**src/rtl/bin_to_bcd_seq.sv**
```systemverilog
// Sequential double-dabble binary-to-BCD converter, one shift per clock, WIDTH-cycle latency.
// Optional `BIN2BCD_BLANK_EN adds a registered leading-zero blank mask per digit.

module bin_to_bcd_add3 (
  input  logic [3:0] din,
  output logic [3:0] dout
);
  // Inputs never exceed 9, so the sum fits in 4 bits.
  assign dout = (din >= 4'd5) ? din + 4'd3 : din;
endmodule

module bin_to_bcd_seq #(
  parameter int WIDTH  = 8,
  parameter int DIGITS = 3
) (
  input  logic                  clk,
  input  logic                  rst,
  input  logic                  start,
  input  logic [WIDTH-1:0]      bin_in,
  output logic                  busy,
  output logic                  done,
  output logic [4*DIGITS-1:0]   bcd_out
`ifdef BIN2BCD_BLANK_EN
  ,
  output logic [DIGITS-1:0]     blank
`endif
);

  localparam int CW = $clog2(WIDTH + 1);
  localparam int SW = 4 * DIGITS;

  typedef enum logic {IDLE, SHIFT} state_t;

  state_t              state;
  logic [SW-1:0]       scratch;
  logic [SW-1:0]       corrected;
  logic [WIDTH-1:0]    bin_reg;
  logic [CW-1:0]       cnt;
  logic [SW+WIDTH-1:0] shifted;

  for (genvar g = 0; g < DIGITS; g++) begin : g_cell
    bin_to_bcd_add3 u_add3 (
      .din  (scratch[4*g +: 4]),
      .dout (corrected[4*g +: 4])
    );
  end

  // Bits leaving the top digit are always zero given 10^DIGITS > 2^WIDTH-1.
  assign shifted = {corrected, bin_reg} << 1;

`ifdef BIN2BCD_BLANK_EN
  logic [DIGITS-1:0] blank_nxt;
  logic              zero_above;

  always_comb begin
    blank_nxt  = '0;
    zero_above = 1'b1;
    for (int i = DIGITS - 1; i >= 1; i--) begin
      zero_above   = zero_above & (shifted[WIDTH + 4*i +: 4] == 4'd0);
      blank_nxt[i] = zero_above;
    end
  end
`endif

  always_ff @(posedge clk) begin
    if (rst) begin
      state   <= IDLE;
      busy    <= 1'b0;
      done    <= 1'b0;
      bcd_out <= '0;
      scratch <= '0;
      bin_reg <= '0;
      cnt     <= '0;
`ifdef BIN2BCD_BLANK_EN
      blank   <= '0;
`endif
    end else begin
      done <= 1'b0;
      case (state)
        IDLE: begin
          if (start) begin
            bin_reg <= bin_in;
            scratch <= '0;
            cnt     <= CW'(WIDTH);
            busy    <= 1'b1;
            state   <= SHIFT;
          end
        end
        SHIFT: begin
          scratch <= shifted[SW+WIDTH-1:WIDTH];
          bin_reg <= shifted[WIDTH-1:0];
          cnt     <= cnt - CW'(1);
          if (cnt == CW'(1)) begin
            bcd_out <= shifted[SW+WIDTH-1:WIDTH];
`ifdef BIN2BCD_BLANK_EN
            blank   <= blank_nxt;
`endif
            done    <= 1'b1;
            busy    <= 1'b0;
            state   <= IDLE;
          end
        end
        default: state <= IDLE;
      endcase
    end
  end

endmodule

```
**config.mk**
```make
export PLATFORM = sky130hd
export DESIGN_NAME = bin_to_bcd_seq
export DESIGN_NICKNAME = d
export VERILOG_FILES = /design/src/rtl/bin_to_bcd_seq.sv
export SDC_FILE = /design/constraint.sdc
export NUM_CORES = 1
export LEC_CHECK = 0
export ABC_CLOCK_PERIOD_IN_PS = 1600
export BUFFER_PORTS_ARGS = -buffer_cell sky130_fd_sc_hd__clkbuf_2
export CAP_MARGIN = 40
export CORE_ASPECT_RATIO = 2
export CORE_MARGIN = 2
export CORE_UTILIZATION = 45
export CTS_CLUSTER_SIZE = 30
export DETAILED_ROUTE_END_ITERATION = 8
export PLACE_DENSITY = 0.65
export SETUP_SLACK_MARGIN = 0.5
export SLEW_MARGIN = 15
export SYNTH_ARGS = -nofsm -noshare
export SYNTH_HDL_FRONTEND = slang
export SYNTH_SLANG_ARGS = --single-unit
```
**constraint.sdc**
```tcl
create_clock -name clk -period 1.6 [get_ports clk]
set_input_delay 0.16 -clock clk [delete_from_list [all_inputs] [get_ports clk]]
set_output_delay 0.16 -clock clk [all_outputs]
set_load 0.01 [all_outputs]
```
==> summary.md, run 1 <==
| Metric | Value |
|---|---|
| Core area | `0.00380 sq mm` |
| Post-synthesis mux area share | `7.14%` |
| Area after DPL | `0.00206 sq mm` |
| Placed Instances | `254` |
| CP Data Arrival Time | `1.62 ns` |
| Tot Pwr | `2.10 mW` |
| Reg2reg end | `bcd_out[6]` |
| Die W | `48.1 um` |
| Setup Skew | `0.00547 ns` |
| TritonCTS Buffers | `5` |
| Pin count of the biggest net entering global routing | `21` |
| Syn Area/Cell | `9.68 sq um` |
| Share of layout cells above drive strength 1 | `50.0%` |
| Reg2reg start | `scratch[5]` |
| Cells after synthesis | `181` |
| Clock slew at reported path FFs | `0.07 ns` |
| Synthesized area | `0.00175 sq mm` |
| Reg2reg path depth | `6` |
| Final setup TNS | `0 ns` |
| DIE AREA | `0.00444 sq mm` |
| # DRC | `0` |
| Non-Filler Instances | `279` |
| Net count after synthesis | `200` |
| Area Overhead vs Synth | `44.3%` |
| Starting Density | `46.1%` |
| FF+latch area | `805 sq um` |
| Endpoints failing setup | `0` |
| Fmax | `0.717 GHz` |
| Peak supply drop | `0.909 mV` |
| Yosys cell types | `32` |
| Nets | `246` |
| Post-synthesis sequential area ratio | `44.5%` |
| Reg2reg setup slack | `0.21 ns` |
| ANT cells | `0` |
| Fin. max-slew vios | `0` |
| Final period util | `87.2%` |
| Area share of fa/ha/maj cells after synthesis | `5.71%` |
| CTS tree | `yes` |
| Hold_sp | `bin_in[0]` |
| Commonest non-fill, non-tap cell in the layout | `dfxtp_1` |
| GPL Wtd Cong | `0.810` |
| Post-synthesis xor/xnor area fraction | `1.50%` |
| Fin crit period | `1.39 ns` |
| Crit path required time | `1.82 ns` |
| Worst hold path depth | `3` |
| Tot GR Track Use | `21.0%` |
| Hold_buf cts | `0` |
| Maximum clock path buffer count | `2` |
| Worst hold slack | `0.170 ns` |
| CP Max Fanout | `3` |
| Seq cells post-synth | `39` |
| Commonest cells after routing, fill and taps aside | `dfxtp_1 (30), clkbuf_2 (24), nor2_1 (21), a21oi_1 (16), buf_4 (13)` |
| Final wirelength | `4330 um` |
| DP HPWL | `2990 um` |
| CTS H-tree lvls | `2` |
| Synth Area in Compound Gates | `20.0%` |
| Global-route wire length before repair | `6730 um` |
| Vias in the first global route | `1,449` |
| FILL cells | `314` |
| CP endpoint kind | `flop` |
| Status | `finished, final reports clean` |
| Hold path endpoint | `bin_reg[0]` |
| Worst Setup Path Type | `flop to flop` |
| Iter 0 DRT Violations | `24` |
| Max_cap viols | `0` |
| Post-route ant nets | `0` |
| Worst Max-Slew Pin Slew | `0.431 ns` |
| Vias per inst | `5.30` |
| Global route overflow | `0` |
| RSZ-0062 raised after global routing | `true` |
| Initial antenna violation count | `0` |
| P_leak | `1.02 nW` |
| CP startpoint kind | `flop` |
| Simple-Gate Fraction of Synth Area | `15.6%` |
| Die Y | `92.3 um` |
| CTS root buffer | `clkbuf_8` |
| FP Rows | `32` |
| Synth warn | `0` |
| Clock network latency to the later pin of the worst-skew pair | `0.29 ns` |
| Hold crit path type | `primary input to flop` |
| Non-Filler Cell Area, Final | `0.00253 sq mm` |
| Port Buf Inserts | `24` |
| Power density cells | `830 mW/mm^2` |
| # clock sinks | `39` |
| Pre-antenna DRT Iters | `4` |
| Largest family of logic cells by synthesized area | `compound AO/OA/AOI/OAI gates` |
| WL/cell | `15.5 um` |
| Multi-input logic area | `0.00116 sq mm` |
| Hold Fails Final Rpt | `0` |
| Slew headroom | `71.1%` |
| IO Count | `25` |
| Vias | `1,478` |
-- cells in the mapped netlist --
cell type  number  area [sq um]
nand3b_1        1          7.51
a21oi_1        18          90.1
inv_1           8          30.0
nand2_1         1          3.75
nor3_4          1          16.3
nand3_1         6          30.0
o2bb2ai_1       6          52.6
a32o_1          5          50.1
o21ai_1         6          30.0
o31a_1          1          8.76
a311oi_1        1          8.76
buf_2           5          25.0
nand2b_1        4          25.0
mux2_4          1          15.0
a21o_1          1          7.51
nor2_2          1          6.26
dfxtp_1        39           781
buf_6           3          33.8
nor3b_1         5          37.5
a22o_1          6          52.6
a21oi_2         1          8.76
nor2_4          1          11.3
mux2i_1        11           110
a21oi_4         1          16.3
o21ai_0         3          15.0
inv_2           2          7.51
ha_1            8           100
nand2b_2        2          17.5
nor3_1          8          40.0
nor2_1         21          78.8
o21ba_1         1          10.0
xnor2_1         3          26.3
-- critical path, stage by stage (launching register included) --
cell and delay (ns):
dfxtp_2 0.37, inv_4 0.06, ha_4 0.14, nand2b_4 0.14, a21oi_4 0.16, mux2_4 0.35
o2bb2ai_4 0.12
-- final cells by class --
cell class	count	area share [%]
repair buffers	47	13.1
flip-flops and latches	39	31.8
clock inverters	2	1.39
well taps	51	2.52
clock buffers	6	3.27
multi-input cells	124	45.8
inverters	10	2.18
-- timing repair --
item / CTS / global route
buffers inserted: 12 / 5
hold endpoints to repair: 0 / 0
endpoints found under the setup margin: 23 / 28
gates resized for setup: 29 / 23
pin swaps: 16 / 11
-- logic make-up after synthesis --
logic type	count (synthesis)
flops	39
compound gates	50
simple gates	51
buf+inv	18
xor+xnor	3
fa+ha+maj	8
mux	12
-- stage by stage --
step	setup WS [ns]	utilization, %
after detailed placement	0.161	54.0
after CTS	0.215	62.8
after global routing	0.159	66.5
after global placement	0.245	54.0
final	0.205	66.5
after floorplan	0.318	-
-- power breakdown --
| group | switching, mW | leakage, nW | internal, mW | total, mW |
|---|---|---|---|---|
| registers | 0.0260 | 0.322 | 0.993 | 1.02 |
| logic | 0.131 | 0.635 | 0.118 | 0.249 |
| clock network | 0.328 | 0.0612 | 0.504 | 0.832 |
-- worst max path at each step --
stage / slack (ns) / end / start
after floorplan: 0.32 / scratch[6] / scratch[5]
after global placement: 0.25 / bcd_out[6] / scratch[5]
after detailed placement: 0.16 / scratch[2] / scratch[0]
after CTS: 0.22 / scratch[2] / scratch[1]
after global routing: 0.16 / scratch[2] / scratch[1]
final: 0.21 / bcd_out[6] / scratch[5]
-- routing by layer --
layer / routed length [um] / global-route usage (%) / part of all wire, %
met5: 0 / 0 / 0
met4: 71 / 9.23 / 1.6
met1: 1590 / 22.2 / 37
met2: 2550 / 37.3 / 59
met3: 120 / 3.35 / 2.8
Power figures use the tool's default switching activity.
==> run 2: changes to the inputs <==
--- a/config.mk
+++ b/config.mk
@@ -13,9 +13,10 @@
 export CORE_UTILIZATION = 45
 export CTS_CLUSTER_SIZE = 30
 export DETAILED_ROUTE_END_ITERATION = 8
-export PLACE_DENSITY = 0.65
+export PLACE_DENSITY_LB_ADDON = 0.12
 export SETUP_SLACK_MARGIN = 0.5
 export SLEW_MARGIN = 15
 export SYNTH_ARGS = -nofsm -noshare
 export SYNTH_HDL_FRONTEND = slang
 export SYNTH_SLANG_ARGS = --single-unit
+export TNS_END_PERCENT = 1
==> run 2 against run 1 <==
Compared with the run above: critical path depth stayed put; maximum frequency is 3.0% higher; combinational power is 28% lower; sequential cell count stayed put; routed wire length is 16% lower; design area is 14% lower; largest cell class unchanged; largest power group unchanged.
==> summary.md, run 2 (synthesis results as in run 1) <==
| Metric | Value |
|---|---|
| Endpoints failing setup | `0 (unchanged)` |
| Reg2reg setup slack | `0.25 ns (+0.04 ns)` |
| Commonest non-fill, non-tap cell in the layout | `dfxtp_1` |
| Port Buf Inserts | `24 (unchanged)` |
| Final period util | `84.7% (-2.5 points)` |
| CP Max Fanout | `3 (unchanged)` |
| Power density cells | `830 mW/mm^2 (about the same)` |
| CP Data Arrival Time | `1.54 ns (-0.08 ns)` |
| FILL cells | `346 (+10%)` |
| Psw | `435 uW (-10%)` |
| Peak supply drop | `0.723 mV (-21%)` |
| TritonCTS Buffers | `5 (unchanged)` |
| CP max stage cell | `dfxtp_2` |
| Initial antenna violation count | `0 (unchanged)` |
| Global route overflow | `0 (unchanged)` |
| DP HPWL | `2650 um (-12%)` |
| Iter 0 DRT Violations | `13 (-46%)` |
| Worst Max-Slew Pin Slew | `0.388 ns (-0.0436 ns)` |
| Reg2reg start | `scratch[1]` |
| Post-route ant nets | `0 (unchanged)` |
| DIE AREA | `0.00444 sq mm (unchanged)` |
| ANT cells | `0 (unchanged)` |
| Clock share of power | `33.4% (-6.2 points)` |
| Tot GR Track Use | `18.2% (-2.8 points)` |
| Comb power frac | `9.9% (-1.9 points)` |
| Reg2reg end | `scratch[2]` |
| Cell Chain, Critical Path | `inv_4 > ha_4 > nand2b_4 > a21o_1 > mux2i_2 > a32o_1` |
| Final wirelength | `3640 um (-16%)` |
| Fin util | `56.9% (-9.5 points)` |
| CTS root buffer | `clkbuf_8` |
| Fin. max-slew vios | `0 (unchanged)` |
| # clock sinks | `39 (unchanged)` |
| Die W | `48.1 um (unchanged)` |
| Hold_sp | `rst` |
| Maximum clock path buffer count | `2 (unchanged)` |
| Clock slew at reported path FFs | `0.07 ns (about the same)` |
| CP endpoint kind | `flop` |
| Area Overhead vs Synth | `23.6%` |
| Fin crit period | `1.35 ns (-0.0402 ns)` |
| Slew headroom | `74.2% (+3.0 points)` |
| Vias per inst | `5.35 (+1.0%)` |
| Worst hold path depth | `2 (-1)` |
| Hold Fails Final Rpt | `0 (unchanged)` |
| Placed Instances | `253 (-0.39%)` |
| CTS H-tree lvls | `2 (unchanged)` |
| Pin count of the biggest net entering global routing | `19 (-9.5%)` |
| Pre-antenna DRT Iters | `4 (unchanged)` |
| Vias | `1,413 (-4.4%)` |
| Status | `finished, final reports clean` |
| CP startpoint kind | `flop` |
| Fmax | `0.738 GHz (+3.0%)` |
| WL/cell | `13.8 um (-11%)` |
| Max_cap viols | `0 (unchanged)` |
| RSZ-0062 raised after global routing | `true` |
| # DRC | `0 (unchanged)` |
| Setup Skew | `0.00341 ns (-0.00206 ns)` |
| Commonest cells after routing, fill and taps aside | `dfxtp_1 (33), clkbuf_2 (24), nor2_1 (20), a21oi_1 (18)` |
| Sequential power share | `56.7% (+8.2 points)` |
| Pint | `1.36 mW (-16%)` |
| Largest stage delay, worst path | `0.35 ns (-0.02 ns)` |
| Worst hold slack | `0.154 ns (-0.0157 ns)` |
| Share of layout cells above drive strength 1 | `35.2% (-15 points)` |
| P_leak | `0.858 nW (-16%)` |
| Non-Filler Instances | `264 (-5.4%)` |
| Hold crit path type | `primary input to flop` |
| GPL Wtd Cong | `0.834 (+3.0%)` |
| Vias in the first global route | `1,363 (-5.9%)` |
| IO Count | `25 (unchanged)` |
| Clock network latency to the later pin of the worst-skew pair | `0.29 ns (about the same)` |
| Worst Setup Path Type | `flop to flop` |
| Tot Pwr | `1.80 mW (-14%)` |
| Global-route wire length before repair | `5820 um (-14%)` |
| Nets | `233 (-5.3%)` |
| CTS tree | `yes` |
| Starting Density | `46.1% (unchanged)` |
| Net Sw Frac | `24.2% (+1.1 points)` |
| Final setup TNS | `0 ns (unchanged)` |
| Crit path required time | `1.78 ns (-0.04 ns)` |
| Core area | `0.00380 sq mm (unchanged)` |
| Hold path endpoint | `scratch[3]` |
| Die Y | `92.3 um (unchanged)` |
| Reg2reg path depth | `6 (unchanged)` |
| FP Rows | `32 (unchanged)` |
## run 2: cell types whose count changed in the layout (fill, tap and decap cells not counted), sizes merged
| cell | change |
|---|---|
| bufinv | -1 |
| clkinv | -1 |
| buf | -13 |
## run 2: metrics by stage
stage / cell area, sq um / setup WS [ns]
2_1_floorplan: 1780 / 0.304
3_3_place_gp: 1950 / 0.220
3_5_place_dp: 1950 / 0.194
4_1_cts: 2080 / 0.220
5_1_grt: 2170 / 0.193
6_report: 2170 / 0.245
## run 2: critical path, delay by kind of cell (launching register included)
family	cells	cell delay [ns]
AND/OR/NAND/NOR	1	0.13
adder cells (fa/ha/maj)	1	0.14
AO/OA/AOI/OAI	2	0.40
multiplexers	1	0.17
buffers and inverters	1	0.05
flip-flops	1	0.35
## run 2: what timing repair did
item / CTS / global route
setup endpoints to repair: 27 / 29
buffers inserted: 3 / 2
pin swaps: 5 / 8
hold buffers: 0 / 0
endpoints found under the hold margin: 0 / 0
gates resized for setup: 13 / 17
## run 2: power by group through the flow
stage	logic [mW]	registers (mW)	clock network, mW
finish	0.179	1.02	0.600
CTS	0.177	1.02	0.618
detailed placement	0.173	1.04	0
global route	0.202	1.02	0.650
floorplan	0.130	1.04	0
global placement	0.167	1.04	0
## run 2: cell type report
type / instances / area [sq um] / area share [%]
clock buffers: 6 / 72.6 / 3.35
inverters: 10 / 47.5 / 2.20
multi-input cells: 124 / 992 / 45.8
flip-flops and latches: 39 / 791 / 36.5
well taps: 51 / 63.8 / 2.95
repair buffers: 34 / 199 / 9.19
## run 2: metal layers
layer	GRT usage (%)	wire length (um)	up-vias
met5	0	0	-
met4	7.88	70	0
met3	6.30	164	6
met2	30.0	2020	30
met1	19.8	1390	672
li1	-	-	705
## run 2: how the worst max path moves through the flow
stage          slack, ns       start           to
2_1_floorplan       0.30      cnt[0]   bcd_out[0]
3_3_place_gp        0.22  scratch[4]   bcd_out[6]
3_5_place_dp        0.19      cnt[0]   bcd_out[1]
4_1_cts             0.22  scratch[5]   bcd_out[6]
5_1_grt             0.19  scratch[8]  scratch[10]
6_report            0.25  scratch[1]   scratch[2]
